==> src/rtl/fetch_mem_unit_if.sv <==
// Memory-side handshake of the fetch/memory unit: one outstanding access,
// completed by a single-cycle mem_ready strobe.
interface fetch_mem_unit_if;
   logic        mem_req;
   logic        mem_we;
   logic [31:0] mem_addr;
   logic [31:0] mem_wdata;
   logic [31:0] mem_rdata;
   logic        mem_ready;

   modport master (
      output mem_req, mem_we, mem_addr, mem_wdata,
      input  mem_rdata, mem_ready
   );

   modport slave (
      input  mem_req, mem_we, mem_addr, mem_wdata,
      output mem_rdata, mem_ready
   );
endinterface

==> src/rtl/fetch_mem_unit.sv <==
// Multicycle-CPU fetch/memory front end: PC register, IR/MDR loading and a
// single-outstanding memory access sequencer with timeout and sticky error.
//
// state    | meaning
// S_IDLE   | no access in flight; a single request bit launches one
// S_ACCESS | access presented on the bus, waiting for mem_ready or timeout
module fetch_mem_unit #(
   parameter logic [31:0] RESET_PC = 32'h0000_0000,
   parameter int unsigned TIMEOUT  = 255
) (
   input  logic                    clk,
   input  logic                    rst,
   fetch_mem_unit_if.master        mem,
   input  logic                    i_iord,
   input  logic                    i_ir_write,
   input  logic                    i_mem_read,
   input  logic                    i_mem_write,
   input  logic                    i_pc_write,
   input  logic                    i_pc_write_cond,
   input  logic [1:0]              i_pc_source,
   input  logic [31:0]             i_alu_result,
   input  logic [31:0]             i_alu_out,
   input  logic                    i_zero,
   input  logic [31:0]             i_wr_data,
   output logic [31:0]             o_pc,
   output logic [31:0]             o_instr,
   output logic [31:0]             o_mdr,
   output logic [5:0]              o_op_code,
   output logic                    o_busy,
   output logic                    o_err
);

   typedef enum logic {S_IDLE, S_ACCESS} state_t;
   typedef enum logic [1:0] {K_IR, K_RD, K_WR} kind_t;

   localparam logic [7:0] TO_CNT = 8'(TIMEOUT);

   state_t      r_state, w_next;
   kind_t       r_kind;
   logic [31:0] r_addr, r_wdata, r_pc, r_instr, r_mdr;
   logic [7:0]  r_cnt;
   logic        r_err;

   logic        w_req, w_onehot, w_launch, w_multi, w_done, w_abort, w_cnt_lt;
   logic        w_busy, w_pc_en, w_mem_req, w_mem_we;
   logic [31:0] w_addr_sel, w_pc_next;
   kind_t       w_kind;

   assign w_req      = i_ir_write | i_mem_read | i_mem_write;
   assign w_onehot   = ({i_ir_write, i_mem_read, i_mem_write} == 3'b100) ||
                       ({i_ir_write, i_mem_read, i_mem_write} == 3'b010) ||
                       ({i_ir_write, i_mem_read, i_mem_write} == 3'b001);
   assign w_launch   = (r_state == S_IDLE) && w_onehot;
   assign w_multi    = (r_state == S_IDLE) && w_req && !w_onehot;
   assign w_cnt_lt   = r_cnt < TO_CNT;
   assign w_done     = (r_state == S_ACCESS) && mem.mem_ready;
   assign w_abort    = (r_state == S_ACCESS) && !mem.mem_ready && !w_cnt_lt;
   assign w_addr_sel = i_iord ? i_alu_out : r_pc;
   assign w_kind     = i_ir_write ? K_IR : (i_mem_read ? K_RD : K_WR);

   always_ff @(posedge clk or posedge rst) begin
      if (rst) r_state <= S_IDLE;
      else     r_state <= w_next;
   end

   always_comb begin
      w_next = r_state;
      case (r_state)
         S_IDLE:   if (w_launch) w_next = S_ACCESS;
         S_ACCESS: if (w_done || w_abort) w_next = S_IDLE;
         default:  w_next = S_IDLE;
      endcase
   end

   always_comb begin
      w_mem_req = 1'b0;
      w_mem_we  = 1'b0;
      w_busy    = 1'b0;
      case (r_state)
         S_IDLE:   w_busy = w_req;
         S_ACCESS: begin
            w_mem_req = 1'b1;
            w_mem_we  = (r_kind == K_WR);
            w_busy    = !mem.mem_ready && w_cnt_lt;
         end
         default: ;
      endcase
   end

   // Access datapath; a misaligned address flags err but the aligned word is still accessed.
   always_ff @(posedge clk or posedge rst) begin
      if (rst) begin
         r_addr  <= 32'h0;
         r_wdata <= 32'h0;
         r_kind  <= K_IR;
         r_cnt   <= 8'h0;
         r_instr <= 32'h0;
         r_mdr   <= 32'h0;
         r_err   <= 1'b0;
      end else begin
         if (w_launch) begin
            r_addr  <= w_addr_sel;
            r_wdata <= i_wr_data;
            r_kind  <= w_kind;
            r_cnt   <= 8'h0;
            if (w_addr_sel[1:0] != 2'b00) r_err <= 1'b1;
         end
         if (w_multi || w_abort) r_err <= 1'b1;
         if ((r_state == S_ACCESS) && !mem.mem_ready && w_cnt_lt) r_cnt <= r_cnt + 8'd1;
         if (w_done && (r_kind == K_IR)) r_instr <= mem.mem_rdata;
         if (w_done && (r_kind == K_RD)) r_mdr   <= mem.mem_rdata;
      end
   end

   assign w_pc_en = (i_pc_write || (i_pc_write_cond && i_zero)) && !w_busy;

   always_comb begin
      w_pc_next = r_pc;
      case (i_pc_source)
         2'b00:   w_pc_next = i_alu_result;
         2'b01:   w_pc_next = i_alu_out;
         2'b10:   w_pc_next = {r_pc[31:28], r_instr[25:0], 2'b00};
         default: w_pc_next = r_pc;
      endcase
   end

   always_ff @(posedge clk or posedge rst) begin
      if (rst)          r_pc <= RESET_PC;
      else if (w_pc_en) r_pc <= w_pc_next;
   end

   assign mem.mem_req   = w_mem_req;
   assign mem.mem_we    = w_mem_we;
   assign mem.mem_addr  = {r_addr[31:2], 2'b00};
   assign mem.mem_wdata = r_wdata;

   assign o_pc      = r_pc;
   assign o_instr   = r_instr;
   assign o_mdr     = r_mdr;
   assign o_op_code = r_instr[31:26];
   assign o_busy    = w_busy;
   assign o_err     = r_err;

endmodule
==> src/flat_wrapper.sv <==
// flat-port wrapper written by rule: the top's interface ports become plain ports
module fetch_mem_unit_flat 
#(
   parameter logic [31:0] RESET_PC = 32'h0000_0000,
   parameter int unsigned TIMEOUT  = 255
)
  (clk, rst, i_iord, i_ir_write, i_mem_read, i_mem_write, i_pc_write, i_pc_write_cond, i_pc_source, i_alu_result, i_alu_out, i_zero, i_wr_data, o_pc, o_instr, o_mdr, o_op_code, o_busy, o_err, mem_mem_req, mem_mem_we, mem_mem_addr, mem_mem_wdata, mem_mem_rdata, mem_mem_ready);
  fetch_mem_unit_if mem_i ();
  input  logic clk;
  input  logic rst;
  input  logic i_iord;
  input  logic i_ir_write;
  input  logic i_mem_read;
  input  logic i_mem_write;
  input  logic i_pc_write;
  input  logic i_pc_write_cond;
  input  logic [1:0] i_pc_source;
  input  logic [31:0] i_alu_result;
  input  logic [31:0] i_alu_out;
  input  logic i_zero;
  input  logic [31:0] i_wr_data;
  output logic [31:0] o_pc;
  output logic [31:0] o_instr;
  output logic [31:0] o_mdr;
  output logic [5:0] o_op_code;
  output logic o_busy;
  output logic o_err;
  output wire logic [$bits(mem_i.mem_req)-1:0] mem_mem_req;
  output wire logic [$bits(mem_i.mem_we)-1:0] mem_mem_we;
  output wire logic [$bits(mem_i.mem_addr)-1:0] mem_mem_addr;
  output wire logic [$bits(mem_i.mem_wdata)-1:0] mem_mem_wdata;
  input wire logic [$bits(mem_i.mem_rdata)-1:0] mem_mem_rdata;
  input wire logic [$bits(mem_i.mem_ready)-1:0] mem_mem_ready;
  assign mem_mem_req = mem_i.mem_req;
  assign mem_mem_we = mem_i.mem_we;
  assign mem_mem_addr = mem_i.mem_addr;
  assign mem_mem_wdata = mem_i.mem_wdata;
  assign mem_i.mem_rdata = mem_mem_rdata;
  assign mem_i.mem_ready = mem_mem_ready;
  fetch_mem_unit #(.RESET_PC(RESET_PC), .TIMEOUT(TIMEOUT)) u_core (.clk(clk), .rst(rst), .mem(mem_i), .i_iord(i_iord), .i_ir_write(i_ir_write), .i_mem_read(i_mem_read), .i_mem_write(i_mem_write), .i_pc_write(i_pc_write), .i_pc_write_cond(i_pc_write_cond), .i_pc_source(i_pc_source), .i_alu_result(i_alu_result), .i_alu_out(i_alu_out), .i_zero(i_zero), .i_wr_data(i_wr_data), .o_pc(o_pc), .o_instr(o_instr), .o_mdr(o_mdr), .o_op_code(o_op_code), .o_busy(o_busy), .o_err(o_err));
endmodule
==> config.mk <==
export PLATFORM = sky130hd
export DESIGN_NAME = fetch_mem_unit_flat
export DESIGN_NICKNAME = d
export VERILOG_FILES = /design/src/rtl/fetch_mem_unit_if.sv /design/src/rtl/fetch_mem_unit.sv /design/src/flat_wrapper.sv
export SDC_FILE = /design/constraint.sdc
export NUM_CORES = 1
export LEC_CHECK = 0
export CAP_MARGIN = 40
export CORE_MARGIN = 1.5
export CORE_UTILIZATION = 45
export DETAILED_ROUTE_END_ITERATION = 10
export PLACE_DENSITY = 0.85
export RECOVER_POWER = 25
export SLEW_MARGIN = 5
export SYNTH_ARGS = -nofsm -noshare
export SYNTH_HDL_FRONTEND = slang
export SYNTH_SLANG_ARGS = --single-unit
==> constraint.sdc <==
create_clock -name clk -period 8.4 [get_ports clk]
set_input_delay 1.68 -clock clk [delete_from_list [all_inputs] [get_ports clk]]
set_output_delay 1.68 -clock clk [all_outputs]
set_load 0.05 [all_outputs]
==> flow_summary.toml <==
[routing]
route.detailed.drc = 0
wl_per_cell_um = 19.6
antenna_left = 0
vias = 5887
drt_iter0_drc = 234
drt-vias-per-instance = 5.23
drt-total-wl_um = 22100
drt_first_pass_iters = 4

[synth]
yosysMostFrequentCell = "dfrtp_1"
async_flop_share_pct = 100
yosysSeqAreaShare_pct = 56.8
ys_types = 38
synth_ff_type = "dfrtp_1"
syn_area_per_cell_um2 = 12.4
yosys_warnings = 0
synth_seq_cells = 170
synth_top_area_share_pct = 56.8
syn-instance-count = 604
synthTopCellsByCount = "170 x dfrtp_1, 127 x mux2_2, 43 x o21ai_0"
synth_area_leaders = "dfrtp_1 57%, mux2_2 19%, mux2i_1 4.1%, o21ai_0 2.9%, a22oi_1 2.6%"
synth-edff-count = 0
syn-cell-area_um2 = 7490
synth_top_area_cell = "dfrtp_1"

[placed_design]
place.gp.congestion = 0.784
dp_hpwl_um = 15400
numPortBuffers = 307
dpl-instance-area_um2 = 10800
place_ws_ns = 3.08

[sta]
setup-tns-final_ns = 0
fin_ws_ns = 2.95
clock.fmax_mhz = 183
grt_setup_unrepaired = "no"
hold_viol = 0
whs_ns = 0.477
maxSlewViolCount = 0
final.period_utilization_pct = 64.9
finalSetupViolations = 0
period_minus_slack_ns = 5.45
skew_ns = 0.0130
relSlewSlack_pct = 5.40
worst_pin_slew_ns = 1.42

[clock_network]
root_buffer = "clkbuf_16"
numClockSinks = 170
path_clk_slew_ns = 0.07
cts_setup_buffers = 0
tritoncts = "done"
cts_buffer_depth = 2
cts-buffers-inserted = 17
clk_latency_ns = 0.42
htree_levels = 4
cts_resized = 0
cts_hold_buf = 0

[power_and_ir_drop]
p_int_mw = 2.62
clkPwrFrac_pct = 16.8
p_leak_nw = 4.84
p_comb_share_pct = 54.6
ir_drop_mv = 0.306
power_frac_seq_pct = 28.6
p_switching_mw = 2.33
powerDensity_nw_per_um2 = 434
power.share.switching_pct = 47.0

[setup_path]
cp.arrival_ns = 3.77
crit_fanout = 10
reg2reg_depth = 5
cp_data_required_time_ns = 6.72
crit_path_end_kind = "output port"
worstSetupStartpointType = "input port"
worstSetupPathType = "input port to output port"

[grt]
grt_max_degree = 92
antenna_found_initial = 1
overflow = 0
grt_pass1_wl_um = 34700
grt_pass1_vias = 6235
track_usage_pct = 25.9

[floorplanning]
core_um2 = 16100
rows = 46
die_area_um2 = 17400
start_util_pct = 46.6
die_y_um = 132
die_x_um = 132
io_pins = 310

[outcome]
outcome = "finished, final reports clean"

[flow_run]
cap_violations = 0

[layout]
n_antenna_cell = 0
multi_input_area_um2 = 2980
design_area_um2 = 11400
final.fill_count = 1138
nets = 1042
final_layout_size_suffix_gt1_share_pct = 19.5
seqCellArea_um2 = 4250
synthToLayoutAreaGrowth_pct = 52.2

[worst_hold_path]
worstHoldPathCells = 2
hold_path.class = "flop to flop"
==> cell usage in the layout, fill, tap and decap left out, types with 4 or more instances in the layout <==
cell and count:
nor3_1 4, nand2_1 38, a21oi_1 30, a22oi_1 26, clkinvlp_4 5, clkbuf_16 17
mux2i_1 31, ha_1 4, o21ai_0 43, dfrtp_1 170, nand3_1 10, inv_1 11
clkdlybuf4s50_1 303, buf_4 7, mux2_2 127, nor2_1 32, bufinv_16 4
==> state kept, by name, summed over array words and instances, names as in the netlist <==
register / cells
u_core.o_err: 1
u_core.r_cnt: 8
u_core.o_mdr: 32
u_core.r_addr: 30
u_core.mem.mem_wdata: 32
u_core.o_pc: 32
u_core.r_state: 1
u_core.r_kind: 2
u_core.o_instr: 32
==> power groups by stage <==
| stage | Clock (mW) | Sequential, mW | Combinational (mW) |
|---|---|---|---|
| floorplan | 0 | 2.61 | 0.536 |
| global placement | 0 | 1.40 | 2.67 |
| detailed placement | 0 | 1.42 | 2.70 |
| CTS | 0.850 | 1.42 | 2.72 |
| global route | 0.881 | 1.46 | 2.79 |
| finish | 0.832 | 1.42 | 2.70 |
==> cell type report <==
class                      instances  share of cell area (%)
inverter                          12                   0.406
clock inverter                    14                    1.70
timing repair buffer             319                    28.3
clock buffer                      18                    3.76
sequential                       170                    37.3
multi-input combinational        377                    26.1
tap                              216                    2.37
==> critical path: stages <==
cell and delay (ns):
dlygate4sd3_1 0.55, nand2b_1 0.31, a41o_1 0.32, o21ai_0 0.08, clkdlybuf4s50_1 0.82
==> cells by family (layout without fill, tap and decap cells) <==
group / after synthesis / in the layout / share of synthesized area [%]
buffers and inverters: 58 / 363 / 3.56
AND/OR/NAND/NOR: 97 / 97 / 5.90
XOR/XNOR: 3 / 3 / 0.351
other: 1 / 2 / 0.0501
adder cells (fa/ha/maj): 6 / 6 / 0.969
multiplexers: 159 / 159 / 23.4
flip-flops: 170 / 170 / 56.8
AO/OA/AOI/OAI: 110 / 110 / 8.97
==> layer usage <==
layer | GRT usage [%] | vias up | wire (µm)
li1 | - | 2731 | -
met2 | 43.3 | 235 | 11200
met1 | 31.6 | 2881 | 8820
met3 | 7.04 | 38 | 1460
met5 | 0 | - | 13
met4 | 11.4 | 2 | 643
==> worst paths after layout <==
path                                  startpoint                       to  slack [ns]
worst max-delay path               mem_mem_ready                   o_busy        2.95
worst min-delay path            u_core.r_addr[5]         u_core.r_addr[5]        0.48
worst max register to register   u_core.r_cnt[4]          u_core.o_pc[24]        6.28
worst min register to register  u_core.r_addr[5]         u_core.r_addr[5]        0.48
max in group asynchronous                    rst          u_core.r_cnt[6]        4.46
min in group asynchronous                    rst  u_core.mem.mem_wdata[5]        1.74
==> metrics by stage <==
step	util (%)	std cells	total power, mW
floorplan	-	605	3.14
global placement	66.5	1090	4.07
finish	71.0	1126	4.95
CTS	71.1	1126	4.98
global route	71.0	1126	5.14
detailed placement	67.2	1094	4.13
Power figures use the tool's default switching activity.
